**config.mk**
```make
export PLATFORM = sky130hd
export DESIGN_NAME = adsr_envelope_ctrl_flat
export DESIGN_NICKNAME = d
export VERILOG_FILES = /design/src/rtl/adsr_envelope_ctrl_if.sv /design/src/rtl/adsr_envelope_ctrl.sv /design/src/flat_wrapper.sv
export SDC_FILE = /design/constraint.sdc
export NUM_CORES = 1
export LEC_CHECK = 0
export CAP_MARGIN = 20
export CORE_MARGIN = 10
export CORE_UTILIZATION = 45
export DETAILED_ROUTE_END_ITERATION = 6
export GPL_TIMING_DRIVEN = 1
export SLEW_MARGIN = 10
export SYNTH_ARGS = -nofsm -noshare
export SYNTH_HDL_FRONTEND = slang
export SYNTH_SLANG_ARGS = --single-unit
```
**constraint.sdc**
```tcl
create_clock -name i_clk -period 12.12 [get_ports i_clk]
set_clock_uncertainty 0.2 [all_clocks]
set_input_delay 2.424 -clock i_clk [delete_from_list [all_inputs] [get_ports i_clk]]
set_output_delay 2.424 -clock i_clk [all_outputs]
set_load 0.02 [all_outputs]
```
**src/rtl/adsr_envelope_ctrl_if.sv**
```systemverilog
// Envelope controller bus: control inputs from the BPM estimator / video
// timing side, and the tick/beat/gain outputs consumed by adsr_filter.
interface adsr_envelope_ctrl_if #(
   parameter int BITS = 8
);
   logic            i_freeze;
   logic            i_filter_enable;
   logic [7:0]      i_bpm_estimate;
   logic [BITS-1:0] i_pulse_amplitude;
   logic            i_frame_start;
   logic            o_tick_4ms;
   logic            o_beat;
   logic [2:0]      o_env_state;
   logic [BITS-1:0] o_env_gain;
   logic [BITS-1:0] o_frame_gain;
   logic [13:0]     o_period_ticks;

   modport master (
      output i_freeze, i_filter_enable, i_bpm_estimate, i_pulse_amplitude, i_frame_start,
      input  o_tick_4ms, o_beat, o_env_state, o_env_gain, o_frame_gain, o_period_ticks
   );

   modport slave (
      input  i_freeze, i_filter_enable, i_bpm_estimate, i_pulse_amplitude, i_frame_start,
      output o_tick_4ms, o_beat, o_env_state, o_env_gain, o_frame_gain, o_period_ticks
   );
endinterface

```
**src/rtl/adsr_envelope_ctrl.sv**
```systemverilog
// Envelope sequencer for adsr_filter: envelope tick, beat period from the
// BPM estimate, per-beat ADSR envelope and a frame-synchronous gain.
//
// state   | meaning
// IDLE    | no envelope, gain parked at 0
// ATTACK  | ramp up by ATTACK_STEP toward the latched peak
// DECAY   | ramp down by DECAY_STEP toward peak/2
// SUSTAIN | hold gain for SUSTAIN_TICKS ticks
// RELEASE | ramp down by RELEASE_STEP to 0, then IDLE
module adsr_envelope_ctrl #(
   parameter int TICK_CYCLES   = 200000,
   parameter int BITS          = 8,
   parameter int ATTACK_STEP   = 32,
   parameter int DECAY_STEP    = 8,
   parameter int SUSTAIN_TICKS = 16,
   parameter int RELEASE_STEP  = 8,
   parameter int BPM_MIN       = 30,
   parameter int BPM_MAX       = 200
) (
   input logic                 i_clk,
   input logic                 i_rst,
   adsr_envelope_ctrl_if.slave bus
);

   localparam int              TW           = (TICK_CYCLES > 1) ? $clog2(TICK_CYCLES) : 1;
   localparam int              SW           = (SUSTAIN_TICKS > 1) ? $clog2(SUSTAIN_TICKS) : 1;
   localparam logic [TW-1:0]   LP_TICK_LAST = TW'(TICK_CYCLES - 1);
   localparam logic [SW-1:0]   LP_SUS_LAST  = SW'(SUSTAIN_TICKS - 1);
   localparam logic [13:0]     LP_DIVIDEND  = 14'd15000;
   localparam logic [7:0]      LP_BPM_MIN   = 8'(BPM_MIN);
   localparam logic [7:0]      LP_BPM_MAX   = 8'(BPM_MAX);
   localparam logic [BITS:0]   LP_ATT       = (BITS+1)'(ATTACK_STEP);
   localparam logic [BITS:0]   LP_DEC       = (BITS+1)'(DECAY_STEP);
   localparam logic [BITS:0]   LP_REL       = (BITS+1)'(RELEASE_STEP);

   typedef enum logic [2:0] {
      S_IDLE    = 3'd0,
      S_ATTACK  = 3'd1,
      S_DECAY   = 3'd2,
      S_SUSTAIN = 3'd3,
      S_RELEASE = 3'd4
   } env_state_t;

   // ---------------- tick generation ----------------
   logic [TW-1:0] r_tick_cnt;
   logic          r_tick;
   logic          w_wrap;

   assign w_wrap = ~bus.i_freeze & (r_tick_cnt == LP_TICK_LAST);

   // Free-running tick divider; freeze stalls it in place
   always_ff @(posedge i_clk or posedge i_rst) begin
      if (i_rst) begin
         r_tick_cnt <= '0;
         r_tick     <= 1'b0;
      end else begin
         r_tick <= w_wrap;
         if (w_wrap)
            r_tick_cnt <= '0;
         else if (!bus.i_freeze)
            r_tick_cnt <= r_tick_cnt + TW'(1);
      end
   end

   // ---------------- beat period divider ----------------
   logic [7:0]  r_bpm_last;
   logic [7:0]  r_divisor;
   logic [7:0]  r_rem;
   logic [13:0] r_quo;
   logic [3:0]  r_div_cnt;
   logic        r_div_busy;
   logic [13:0] r_period;
   logic        w_bpm_new;
   logic [7:0]  w_bpm_c;
   logic [8:0]  w_rem_sh;
   logic        w_ge;
   logic [7:0]  w_rem_nx;

   assign w_bpm_new = bus.i_bpm_estimate != r_bpm_last;
   assign w_bpm_c   = (bus.i_bpm_estimate > LP_BPM_MAX) ? LP_BPM_MAX : bus.i_bpm_estimate;
   assign w_rem_sh  = {r_rem, r_quo[13]};
   assign w_ge      = w_rem_sh >= {1'b0, r_divisor};
   assign w_rem_nx  = w_ge ? 8'(w_rem_sh - {1'b0, r_divisor}) : w_rem_sh[7:0];

   // Restoring divider, one quotient bit per cycle; a new BPM value
   // (even mid-division) reloads it, dropping the stale result
   always_ff @(posedge i_clk or posedge i_rst) begin
      if (i_rst) begin
         r_bpm_last <= '0;
         r_divisor  <= '0;
         r_rem      <= '0;
         r_quo      <= '0;
         r_div_cnt  <= '0;
         r_div_busy <= 1'b0;
         r_period   <= '0;
      end else if (w_bpm_new) begin
         r_bpm_last <= bus.i_bpm_estimate;
         if (bus.i_bpm_estimate < LP_BPM_MIN) begin
            r_div_busy <= 1'b0;
            r_period   <= '0;
         end else begin
            r_div_busy <= 1'b1;
            r_divisor  <= w_bpm_c;
            r_rem      <= '0;
            r_quo      <= LP_DIVIDEND;
            r_div_cnt  <= 4'd14;
         end
      end else if (r_div_busy) begin
         r_rem     <= w_rem_nx;
         r_quo     <= {r_quo[12:0], w_ge};
         r_div_cnt <= r_div_cnt - 4'd1;
         if (r_div_cnt == 4'd1) begin
            r_div_busy <= 1'b0;
            r_period   <= {r_quo[12:0], w_ge};
         end
      end
   end

   // ---------------- beat counter ----------------
   logic [13:0] r_beat_cnt;
   logic        r_beat;
   logic        w_beat_hit;

   // >= rather than == so a shrinking period fires on the very next tick
   assign w_beat_hit = (r_period != '0) &&
                       (({1'b0, r_beat_cnt} + 15'd1) >= {1'b0, r_period});

   // Counts ticks within the beat; beat strobe lines up with tick_4ms
   always_ff @(posedge i_clk or posedge i_rst) begin
      if (i_rst) begin
         r_beat_cnt <= '0;
         r_beat     <= 1'b0;
      end else begin
         r_beat <= w_wrap & w_beat_hit;
         if (r_period == '0)
            r_beat_cnt <= '0;
         else if (w_wrap)
            r_beat_cnt <= w_beat_hit ? '0 : r_beat_cnt + 14'd1;
      end
   end

   // ---------------- envelope FSM ----------------
   env_state_t      r_state, w_state_nx;
   logic [BITS-1:0] r_gain, w_gain_nx;
   logic [BITS-1:0] r_peak, w_peak_nx;
   logic [SW-1:0]   r_sus_cnt, w_sus_nx;
   logic [BITS-1:0] r_frame_gain;
   logic            w_step;
   logic [BITS:0]   w_att_sum;
   logic [BITS:0]   w_dec_floor;

   // FSM acts one cycle after tick_4ms, so r_beat is the beat of that tick
   assign w_step      = r_tick & ~bus.i_freeze;
   assign w_att_sum   = {1'b0, r_gain} + LP_ATT;
   assign w_dec_floor = {2'b00, r_peak[BITS-1:1]};

   // Envelope state, gain, peak and sustain counter registers
   always_ff @(posedge i_clk or posedge i_rst) begin
      if (i_rst) begin
         r_state   <= S_IDLE;
         r_gain    <= '0;
         r_peak    <= '0;
         r_sus_cnt <= '0;
      end else begin
         r_state   <= w_state_nx;
         r_gain    <= w_gain_nx;
         r_peak    <= w_peak_nx;
         r_sus_cnt <= w_sus_nx;
      end
   end

   // Next-state: disable wins every cycle; otherwise step once per tick,
   // a beat retriggers ATTACK from the current gain
   always_comb begin
      w_state_nx = r_state;
      w_gain_nx  = r_gain;
      w_peak_nx  = r_peak;
      w_sus_nx   = r_sus_cnt;
      if (!bus.i_filter_enable) begin
         w_state_nx = S_IDLE;
         w_gain_nx  = '0;
      end else if (w_step) begin
         if (r_beat) begin
            w_peak_nx  = bus.i_pulse_amplitude;
            w_state_nx = S_ATTACK;
         end else begin
            case (r_state)
               S_ATTACK: begin
                  if (w_att_sum >= {1'b0, r_peak}) begin
                     w_gain_nx  = r_peak;
                     w_state_nx = S_DECAY;
                  end else begin
                     w_gain_nx = w_att_sum[BITS-1:0];
                  end
               end
               S_DECAY: begin
                  if ({1'b0, r_gain} > (w_dec_floor + LP_DEC)) begin
                     w_gain_nx = r_gain - LP_DEC[BITS-1:0];
                  end else begin
                     w_gain_nx  = w_dec_floor[BITS-1:0];
                     w_state_nx = S_SUSTAIN;
                     w_sus_nx   = '0;
                  end
               end
               S_SUSTAIN: begin
                  if (r_sus_cnt == LP_SUS_LAST)
                     w_state_nx = S_RELEASE;
                  else
                     w_sus_nx = r_sus_cnt + SW'(1);
               end
               S_RELEASE: begin
                  if ({1'b0, r_gain} > LP_REL) begin
                     w_gain_nx = r_gain - LP_REL[BITS-1:0];
                  end else begin
                     w_gain_nx  = '0;
                     w_state_nx = S_IDLE;
                  end
               end
               default: ;
            endcase
         end
      end
   end

   // Frame gain samples the current (pre-update) envelope value
   always_ff @(posedge i_clk or posedge i_rst) begin
      if (i_rst)
         r_frame_gain <= '0;
      else if (bus.i_frame_start && !bus.i_freeze)
         r_frame_gain <= r_gain;
   end

   assign bus.o_tick_4ms     = r_tick;
   assign bus.o_beat         = r_beat;
   assign bus.o_env_state    = r_state;
   assign bus.o_env_gain     = r_gain;
   assign bus.o_frame_gain   = r_frame_gain;
   assign bus.o_period_ticks = r_period;

endmodule

```
**src/flat_wrapper.sv**
```systemverilog
// flat-port wrapper written by rule: the top's interface ports become plain ports
module adsr_envelope_ctrl_flat 
#(
   parameter int TICK_CYCLES   = 200000,
   parameter int BITS          = 8,
   parameter int ATTACK_STEP   = 32,
   parameter int DECAY_STEP    = 8,
   parameter int SUSTAIN_TICKS = 16,
   parameter int RELEASE_STEP  = 8,
   parameter int BPM_MIN       = 30,
   parameter int BPM_MAX       = 200
)
  (i_clk, i_rst, bus_i_freeze, bus_i_filter_enable, bus_i_bpm_estimate, bus_i_pulse_amplitude, bus_i_frame_start, bus_o_tick_4ms, bus_o_beat, bus_o_env_state, bus_o_env_gain, bus_o_frame_gain, bus_o_period_ticks);
  adsr_envelope_ctrl_if #(.BITS(BITS)) bus_i ();
  input logic i_clk;
  input logic i_rst;
  input wire logic [$bits(bus_i.i_freeze)-1:0] bus_i_freeze;
  input wire logic [$bits(bus_i.i_filter_enable)-1:0] bus_i_filter_enable;
  input wire logic [$bits(bus_i.i_bpm_estimate)-1:0] bus_i_bpm_estimate;
  input wire logic [$bits(bus_i.i_pulse_amplitude)-1:0] bus_i_pulse_amplitude;
  input wire logic [$bits(bus_i.i_frame_start)-1:0] bus_i_frame_start;
  output wire logic [$bits(bus_i.o_tick_4ms)-1:0] bus_o_tick_4ms;
  output wire logic [$bits(bus_i.o_beat)-1:0] bus_o_beat;
  output wire logic [$bits(bus_i.o_env_state)-1:0] bus_o_env_state;
  output wire logic [$bits(bus_i.o_env_gain)-1:0] bus_o_env_gain;
  output wire logic [$bits(bus_i.o_frame_gain)-1:0] bus_o_frame_gain;
  output wire logic [$bits(bus_i.o_period_ticks)-1:0] bus_o_period_ticks;
  assign bus_i.i_freeze = bus_i_freeze;
  assign bus_i.i_filter_enable = bus_i_filter_enable;
  assign bus_i.i_bpm_estimate = bus_i_bpm_estimate;
  assign bus_i.i_pulse_amplitude = bus_i_pulse_amplitude;
  assign bus_i.i_frame_start = bus_i_frame_start;
  assign bus_o_tick_4ms = bus_i.o_tick_4ms;
  assign bus_o_beat = bus_i.o_beat;
  assign bus_o_env_state = bus_i.o_env_state;
  assign bus_o_env_gain = bus_i.o_env_gain;
  assign bus_o_frame_gain = bus_i.o_frame_gain;
  assign bus_o_period_ticks = bus_i.o_period_ticks;
  adsr_envelope_ctrl #(.TICK_CYCLES(TICK_CYCLES), .BITS(BITS), .ATTACK_STEP(ATTACK_STEP), .DECAY_STEP(DECAY_STEP), .SUSTAIN_TICKS(SUSTAIN_TICKS), .RELEASE_STEP(RELEASE_STEP), .BPM_MIN(BPM_MIN), .BPM_MAX(BPM_MAX)) u_core (.i_clk(i_clk), .i_rst(i_rst), .bus(bus_i));
endmodule
```
* Word level (Yosys, flattened, before mapping)
Index checks and enable logic that the tools add are counted.
** Cells by class
- Add/sub/neg operators :: 9
- Multiplexer cells :: 42
- Bitwise logic cells :: 6
- Magnitude comparators :: 7
- Reduce and logical (&&, ||, !) cells :: 16
- Equal/unequal tests :: 21
** Operators with widths (count)
- $mux 14 :: 10
- $mux 8 :: 11
- $mux 18 :: 2
- $pmux 8 s3 :: 1
- $mux 3 :: 7
- $mux 4 :: 5
- $add 18x1->18 const B :: 1
- $eq 18x18->1 const B :: 1
- $ge 9x8->1 :: 2
- $add 14x1->15 const B :: 1
- $ge 15x14->1 :: 1
- $add 14x1->14 const B :: 1
- $logic_not 14->1 :: 1
- $reduce_bool 14->1 :: 1
- $pmux 3 s4 :: 1
- $reduce_and 6->1 :: 2
- $ne 2x2->1 const B :: 5
- $add 8x6->9 const B :: 1
- $gt 8x9->1 :: 1
- $reduce_and 3->1 :: 3
- $add 7x4->8 const B :: 1
- $gt 8x4->1 const B :: 1
- $gt 8x8->1 const B :: 1
- $lt 8x5->1 const B :: 1
- other kinds (23) :: 39
** Storage, ports and cells
- Output and inout port bits :: 35
- Register bits after elaboration :: 122
- Input port bits :: 21
- Word-level logic and storage cells :: 117

* Depth between registers and ports, before layout
Gate-level depths: netlist of run 1.
- Word-level depth :: 7
- Mapped depth :: 14
- Mapped depth without buffers :: 11

* Least setup slack after synthesis of run 1
Ideal clock, no wire load.
- Path type :: input to register
- Start :: in bus_i_bpm_estimate[6]
- End :: reg u_core.r_period[13] (netlist: u_core.bus.o_period_ticks[13])
- Data required time :: 11.799 ns
- Buffers on the path :: 3
- Path slack :: 7.981 ns
- Cell stages on the path :: 9
- Data arrival time :: 3.818 ns
- Library setup time :: 0.121 ns
- Cells stage by stage :: xor2_1 nor4_2 and3_1 buf_4 and2_1 buf_4 nor2_2 buf_6 a22o_1
** On the way
- Word-level cells in the longest chain between the ends :: 3
- Elaborated cells on any way between the ends :: 7
- Those cells by class :: order compare (1); eq/ne (2); mux (1); reduce/logical (3)
** Ends and longest elaborated chain
- from (decl) :: line flat_wrapper.sv:19 : input wire logic [$bits(bus_i.i_bpm_estimate)-1:0] bus_i_bpm_estimate;
- $lt 8x5->1 / $ne 8x8->1 (equally long branches) :: line adsr_envelope_ctrl.sv:98, adsr_envelope_ctrl.sv:79
- $ne 2x2->1 (no line) / $reduce_bool 2->1 (equally long branches)
- $reduce_and 3->1 (no line)
- to (signal assigned) :: line adsr_envelope_ctrl.sv:114 : r_period <= {r_quo[12:0], w_ge};
- to (decl) :: line adsr_envelope_ctrl.sv:72 : logic [13:0] r_period;
Several ways; a longest one is shown, not always the timed one.
A chain may end at the register's enable or synchronous reset.

* Worst setup path in the final report of run 1
- Start :: in bus_i_bpm_estimate[6]
- End :: reg u_core.r_period[0] (netlist: u_core.bus.o_period_ticks[0])
The elaborated chain is that of the path after synthesis.

==> key figures, run 1 <==
Run status
  • Run status: finished, final reports clean

Clocking
  • Cts hold-fix bufs: 0
  • CTS buffer count: 17
  • Number of H-tree levels: 4
  • Count of instances resized after the clock tree is built: 0
  • Sinks on Clock Net: 122
  • Worst-case clock buffer depth: 2
  • Clock Latency Late Sink: 0.41 ns
  • Cell chosen for the clock root: clkbuf_16
  • Post-CTS setup-driven buffer insertion count: 0
  • Clk slew on worst S/H paths: 0.06 ns
  • CTS tree: done

Drt
  • Routed length on met2: 8.00 mm
  • Number of vias in the routed layout: 5721
  • Detailed-route DRC error count: 0
  • Sum of met3 wire segment lengths after detailed routing: 722 µm
  • Wire length on met1: 8.06 mm
  • Number of vias per cell after detailed routing: 5.66
  • Number of detailed-routing iterations run before antenna repair: 5
  • Highest metal layer with signal wires: met4
  • Number of nets still failing antenna checks after routing: 0
  • DRC marker count from the first detailed-route iteration: 503
  • Per-cell routed wire length: 17.0 µm
  • Total routed wirelength: 17.2 mm

Run
  • Max capacitance violation total: 0

Pwr
  • Part of the power in combinational logic: 12.3%
  • Max IR drop VDD: 89.3 µV
  • Clk pwr share: 47.0%
  • P per Cell Area: 131 mW/mm²
  • Design Power: 1100 µW
  • Fraction of power consumed by sequential logic: 40.7%
  • Switching share of power: 26.0%
  • Internal cell power: 813 µW
  • Net Sw Power: 286 µW
  • Leakage power of the design: 0.00369 µW

Timing
  • Transition at the pin with the smallest max-transition slack: 0.937 ns
  • Final Cycle Share: 43.8%
  • Final count of pins violating max slew: 0
  • Slack of the critical path: 6.81 ns
  • Final setup violation count: 0
  • Final setup TNS: 0 ns
  • Worst Hold Margin: 0.291 ns
  • Crit path time final: 5.31 ns
  • Fmax: 0.188 GHz
  • Relative max-transition margin: 37.0%
  • RSZ-0062 raised after global routing: false
  • Number of failing hold endpoints at the final stage: 0

Layout
  • Ratio of cells with drive above 1 in the final layout: 8.13%
  • Count of nets after finishing: 857
  • Commonest non-fill, non-tap cells in the layout: 122 x dfrtp_1, 91 x nand2_1, 55 x clkdlybuf4s50_1, 48 x ha_1, 44 x inv_1
  • Number of antenna diodes: 0
  • Post-layout utilization of the core: 54.8%
  • Layout filler cell count: 1377
  • Leading cell type in the layout, fill and taps excluded: dfrtp_1
  • Area delta synth->final: 18.7%

Synth
  • Dominant combinational cell family by area after synthesis: simple AND/OR/NAND/NOR gates
  • Async SR Flop Fraction: 100%
  • Complex-gate fraction of the synthesized area: 15.6%
  • Yosys warns: 0
  • Mapped Cells: 743
  • Summed instance area of the synthesized netlist: 0.00705 mm²
  • Adder-Cell Fraction of Synth Area: 8.80%
  • Post-synth EDFFs: 0
  • Average size of a mapped cell: 9.49 µm²
  • Net Count, Synth: 813
  • Part of the Yosys area used for sequential elements: 43.3%
  • Post-synthesis cell type count: 69
  • XOR/XNOR Fraction of Synth Area: 5.59%
  • Simple-gate area share of the yosys netlist: 18.9%
  • Mux share of post-synthesis cell area: 3.18%
  • Count of state elements after synthesis: 122
  • Most frequently used flop master after synthesis: dfrtp_1

Die
  • Area of the die: 0.0211 mm²
  • Initial standard-cell utilization of the core: 46.2%
  • Die H: 145 µm
  • Placeable core area: 0.0153 mm²
  • Width of the die: 145 µm
  • Count of pins on the block boundary: 56
  • Std-Cell Rows: 45

Critical path
  • Worst setup path category: primary input to register
  • Required @ worst endpoint: 12.22 ns
  • Crit Path Max Fanout: 23
  • Arrival time reported for the critical path endpoint: 5.41 ns
  • Worst setup EP type: register
  • Critical Path Source Type: primary input

Place
  • Port-buffer cells: 55
  • HPWL Detailed: 12.4 mm
  • DP Worst Slack: 6.39 ns
  • RD Place Congestion: 0.863

GRT
  • Overflow after GRT: 0
  • First-pass GRT wire length: 29.0 mm
  • Largest net degree at the start of global routing: 88
  • Antenna violations before repair: 0
  • Via count of the first global-routing pass: 5714
  • Total track usage: 16.4%

Min path
  • Hold WC Path Type: register to register
## power by group through the flow
| stage | registers [µW] | clock network [µW] | logic [µW] |
|---|---|---|---|
| after floorplan | 453 | 0 | 92.2 |
| after global placement | 453 | 0 | 133 |
| after detailed placement | 453 | 0 | 135 |
| after CTS | 447 | 528 | 135 |
| after global routing | 450 | 544 | 152 |
| final | 447 | 516 | 136 |
## critical path, cell delays in order
cell and delay [ns]:
clkdlybuf4s50_1 0.52, xor2_1 0.22, nor4_2 0.39, and3_1 0.76
and2_1 0.58, nor2_2 0.24, a22o_1 0.28
## cells by family after synthesis
logic type,after synthesis
compound gates,160
xor+xnor,45
fa+ha+maj,49
buf+inv,80
flops,122
mux,20
simple gates,267
## flip-flops by register name, indices dropped and copies added, names as in the netlist, 8 cells and up
signal	count
u_core.bus.o_frame_gain	8
u_core.r_tick_cnt	18
u_core.bus.o_period_ticks	14
u_core.r_beat_cnt	14
u_core.r_divisor	8
u_core.r_bpm_last	8
u_core.bus.o_env_gain	8
u_core.r_quo	14
u_core.r_peak	8
u_core.r_rem	8
## Yosys cell counts, types with 3 or more instances
library cell	count	area [µm²]
a21oi_1	42	210
mux2_2	18	203
o31ai_1	4	30.0
o22ai_1	3	18.8
xnor2_1	22	193
buf_4	3	22.5
nor3_1	12	60.1
and3_1	13	81.3
nand4_1	13	81.3
a22o_1	25	219
buf_2	7	35.0
a21o_1	4	30.0
a221oi_1	4	35.0
nor2_1	39	146
o21ai_0	30	150
nand2b_1	10	62.6
or3_1	4	25.0
o211ai_1	7	52.6
o21a_1	4	30.0
a211oi_1	6	45.0
clkbuf_1	22	82.6
or2_2	3	18.8
a32oi_1	4	35.0
xor2_1	23	201
nor2b_1	9	56.3
ha_1	48	601
nand2_1	91	342
and4_1	3	26.3
nor4_1	8	50.1
a211o_1	4	35.0
nand3b_1	3	22.5
nand3_1	41	205
nor4_2	3	37.5
dfrtp_1	122	3050
and2_1	4	25.0
inv_1	45	169
## routing by layer
metal | global-route usage [%] | vias to the layer above
met4 | 6.57 | 0
li1 | - | 2746
met3 | 3.66 | 31
met1 | 21.2 | 2791
met2 | 26.1 | 153
met5 | 0 | -
## metrics by stage
stage               instance area (µm²)  std cells
finish                             8370       1011
global route                       8370       1011
CTS                                8330       1009
detailed placement                 7730        977
global placement                   7730        977
floorplan                          7050        743
## path summary, 6_finish.rpt
path	start	slack (ns)	endpoint	depth (start not counted)
setup reg to reg	u_core.r_beat_cnt[0]	8.48	u_core.r_beat_cnt[7]	12
setup / recovery	bus_i_bpm_estimate[6]	6.81	u_core.bus.o_period_ticks[0]	7
max in group asynchronous	i_rst	8.49	u_core.r_divisor[3]	4
min in group asynchronous	i_rst	2.19	u_core.r_beat_cnt[1]	2
hold / removal	u_core.r_divisor[4]	0.29	u_core.r_divisor[4]	2
hold reg to reg	u_core.r_divisor[4]	0.29	u_core.r_divisor[4]	2
## layout make-up
cell class	count	area [µm²]	area share [%]
Multi-Input combinational cell	541	3670	43.8
Sequential cell	122	3050	36.5
Timing Repair Buffer	59	601	7.18
Clock buffer	21	460	5.50
Tap cell	211	264	3.16
Inverter	46	175	2.09
Clock inverter	11	145	1.73
Note: power is estimated with default switching activity, not from simulation.
==> inputs of run 2 (changes only) <==
Clock period 12.12 ns to 5.4 ns, I/O delays scaled along.
==> run 2 against run 1 <==
Core utilization is 0.19 points lower. Largest power group unchanged. Wire length up 0.70%. Setup slack got worse by 5.1 ns. Global-route usage up 0.16 points. Cell count grew 0.20%. Clock power rose by 110%. Critical path type unchanged. Via count shrank 0.72%. Sequential power rose by 120%. Combinational power rose by 130%. Largest cell class unchanged. Critical path depth stayed put.
==> key figures, run 2 (synthesis gave the netlist of run 1 again) <==
GRT
  • Overflow after GRT: 0 (unchanged)
  • Largest net degree at the start of global routing: 82 (was 88)
  • Total track usage: 16.6% (was 16.4%)
  • Via count of the first global-routing pass: 5659 (was 5714)
  • First-pass GRT wire length: 29.0 mm (about the same)
  • Antenna violations before repair: 0 (unchanged)

Layout
  • Area of all placed cells without fillers: 0.00834 mm² (was 0.00837 mm²)
  • Number of flip-flops under the largest register name: 18 (unchanged)
  • Count of nets after finishing: 859 (was 857)
  • Most flops, register: u_core.r_tick_cnt (unchanged)
  • Leading cell type in the layout, fill and taps excluded: dfrtp_1 (unchanged)
  • Area delta synth->final: 18.3% (was 18.7%)
  • Commonest non-fill, non-tap cells in the layout: 122 x dfrtp_1, 91 x nand2_1, 55 x clkdlybuf4s50_1, 48 x ha_1, 44 x inv_1 (unchanged)
  • Number of antenna diodes: 0 (unchanged)
  • Post-layout utilization of the core: 54.6% (was 54.8%)
  • Ratio of cells with drive above 1 in the final layout: 8.23% (was 8.13%)

Drt
  • Number of vias in the routed layout: 5680 (was 5721)
  • Number of detailed-routing iterations run before antenna repair: 5 (unchanged)
  • Number of nets still failing antenna checks after routing: 0 (unchanged)
  • Per-cell routed wire length: 17.1 µm (was 17.0 µm)
  • Total routed wirelength: 17.3 mm (was 17.2 mm)
  • Detailed-route DRC error count: 0 (unchanged)
  • Number of vias per cell after detailed routing: 5.61 (was 5.66)
  • DRC marker count from the first detailed-route iteration: 420 (was 503)

Timing
  • Number of failing hold endpoints at the final stage: 0 (unchanged)
  • Fmax: 0.274 GHz
  • Final count of pins violating max slew: 0 (unchanged)
  • Final setup violation count: 0 (unchanged)
  • Crit path time final: 3.65 ns
  • Final Cycle Share: 67.5%
  • Relative max-transition margin: 46.7% (was 37.0%)
  • Worst Hold Margin: 0.283 ns (was 0.291 ns)
  • Transition at the pin with the smallest max-transition slack: 0.800 ns (was 0.937 ns)
  • RSZ-0062 raised after global routing: false (unchanged)
  • Slack of the critical path: 1.75 ns (was 6.81 ns)
  • Final setup TNS: 0 ns (unchanged)

Die
  • Initial standard-cell utilization of the core: 46.2% (unchanged)
  • Count of pins on the block boundary: 56 (unchanged)
  • Area of the die: 0.0211 mm² (unchanged)
  • Width of the die: 145 µm (unchanged)
  • Std-Cell Rows: 45 (unchanged)
  • Placeable core area: 0.0153 mm² (unchanged)
  • Die H: 145 µm (unchanged)

Clocking
  • Worst-case clock buffer depth: 2 (unchanged)
  • CTS buffer count: 17 (unchanged)
  • Clock Latency Late Sink: 0.42 ns (was 0.41 ns)
  • CTS tree: done (unchanged)
  • Number of H-tree levels: 4 (unchanged)
  • Count of instances resized after the clock tree is built: 0 (unchanged)
  • Sinks on Clock Net: 122 (unchanged)
  • Cts hold-fix bufs: 0 (unchanged)
  • Post-CTS setup-driven buffer insertion count: 0 (unchanged)
  • Cell chosen for the clock root: clkbuf_16 (unchanged)
  • Clk slew on worst S/H paths: 0.06 ns (about the same)

Place
  • RD Place Congestion: 0.865 (was 0.863)
  • Placed Area: 0.00774 mm² (was 0.00773 mm²)
  • HPWL Detailed: 12.4 mm (about the same)
  • Port-buffer cells: 55 (unchanged)
  • DP Worst Slack: 1.29 ns (was 6.39 ns)

Min path
  • Hold Path Stages: 2 (unchanged)
  • Critical hold path startpoint: u_core.r_divisor[4] (unchanged)
  • Hold WC Path Type: register to register (unchanged)
  • Hold worst-path end: u_core.r_divisor[4] (unchanged)

Pwr
  • Max IR drop VDD: 229 µV (was 89.3 µV)
  • Leakage power of the design: 0.00368 µW (was 0.00369 µW)
  • P per Cell Area: 288 mW/mm² (was 131 mW/mm²)

Critical path
  • Worst setup path category: primary input to register (unchanged)
  • Launch point of the worst path: bus_i_freeze (was bus_i_bpm_estimate[6])
  • Slowest-stage cell, CP: clkinv_1 (was and3_1)
  • Critical R2R Launch: u_core.r_beat_cnt[6] (was u_core.r_beat_cnt[0])
  • Cell breakdown of the critical path: clkdlybuf4s50_1, nand4b_1, nor2_1, nand2_1, clkinv_1, nand4b_1, a21oi_1 (was clkdlybuf4s50_1, xor2_1, nor4_2, and3_1, and2_1, nor2_2, a22o_1)
  • Reg-to-reg slack, setup: 1.91 ns (was 8.48 ns)
  • Arrival time reported for the critical path endpoint: 3.72 ns (was 5.41 ns)
  • Number of cell instances on the worst register-to-register path: 11 (was 12)
  • Delay of the slowest critical-path stage: 0.68 ns (was 0.76 ns)
  • Critical Path Source Type: primary input (unchanged)
  • Required @ worst endpoint: 5.48 ns (was 12.22 ns)
  • Worst setup EP type: register (unchanged)
  • Crit Path Max Fanout: 21 (was 23)
  • Most frequent cell on the critical path: nand4b_1
  • Endpoint of the most critical register-to-register path: u_core.r_beat_cnt[11] (was u_core.r_beat_cnt[7])

Run
  • Max capacitance violation total: 0 (unchanged)

Run status
  • Run status: finished, final reports clean (unchanged)
run 2: changes by cell type in the layout (fill, tap and decap cells not counted):
cell,previous run,this run
buf_4,3,5
clkbuf_8,2,0
clkinv_2,3,5
bufinv_16,3,2
clkbuf_1,2,3
clkinv_4,2,1
inv_6,0,1
run 2: metrics by stage:
| step | std cells | total power, µW |
|---|---|---|
| 2_1_floorplan | 743 | 1220 |
| 3_3_place_gp | 979 | 1320 |
| 3_5_place_dp | 979 | 1320 |
| 4_1_cts | 1011 | 2420 |
| 5_1_grt | 1013 | 2510 |
| 6_report | 1013 | 2400 |
run 2: routing by layer:
layer / part of all wire [%] / vias up / global-route usage (%)
met5: 0 / - / 0
met4: 1.7 / 0 / 5.76
met3: 4.0 / 29 / 3.94
met2: 48 / 132 / 26.9
met1: 46 / 2769 / 21.1
li1: - / 2750 / -
run 2: worst max-delay path, delay by kind of cell:
kind	cells	cell delay, ns
AO/OA/AOI/OAI	1	0.09
buffers and inverters	2	1.31
AND/OR/NAND/NOR	4	1.23
run 2: final cells by class:
class | count | area [µm²]
clock inverter | 12 | 125
sequential | 122 | 3050
fill | 1357 | 6920
clock buffer | 20 | 437
tap | 211 | 264
multi-input combinational | 541 | 3670
timing repair buffer | 61 | 616
inverter | 46 | 175
run 2: report_power, final:
group	internal, µW	switching (µW)	leakage (µW)
registers	953	48.5	0.00160
clock network	675	418	0.000270
logic	124	182	0.00181
run 2: how the worst max path moves through the flow:
stage / cells past startpoint / end
2_1_floorplan: 1 / u_core.bus.o_beat
3_3_place_gp: 7 / u_core.r_beat_cnt[2]
3_5_place_dp: 7 / u_core.r_beat_cnt[2]
4_1_cts: 11 / u_core.r_beat_cnt[11]
5_1_grt: 7 / u_core.r_beat_cnt[2]
6_report: 7 / u_core.r_beat_cnt[2]
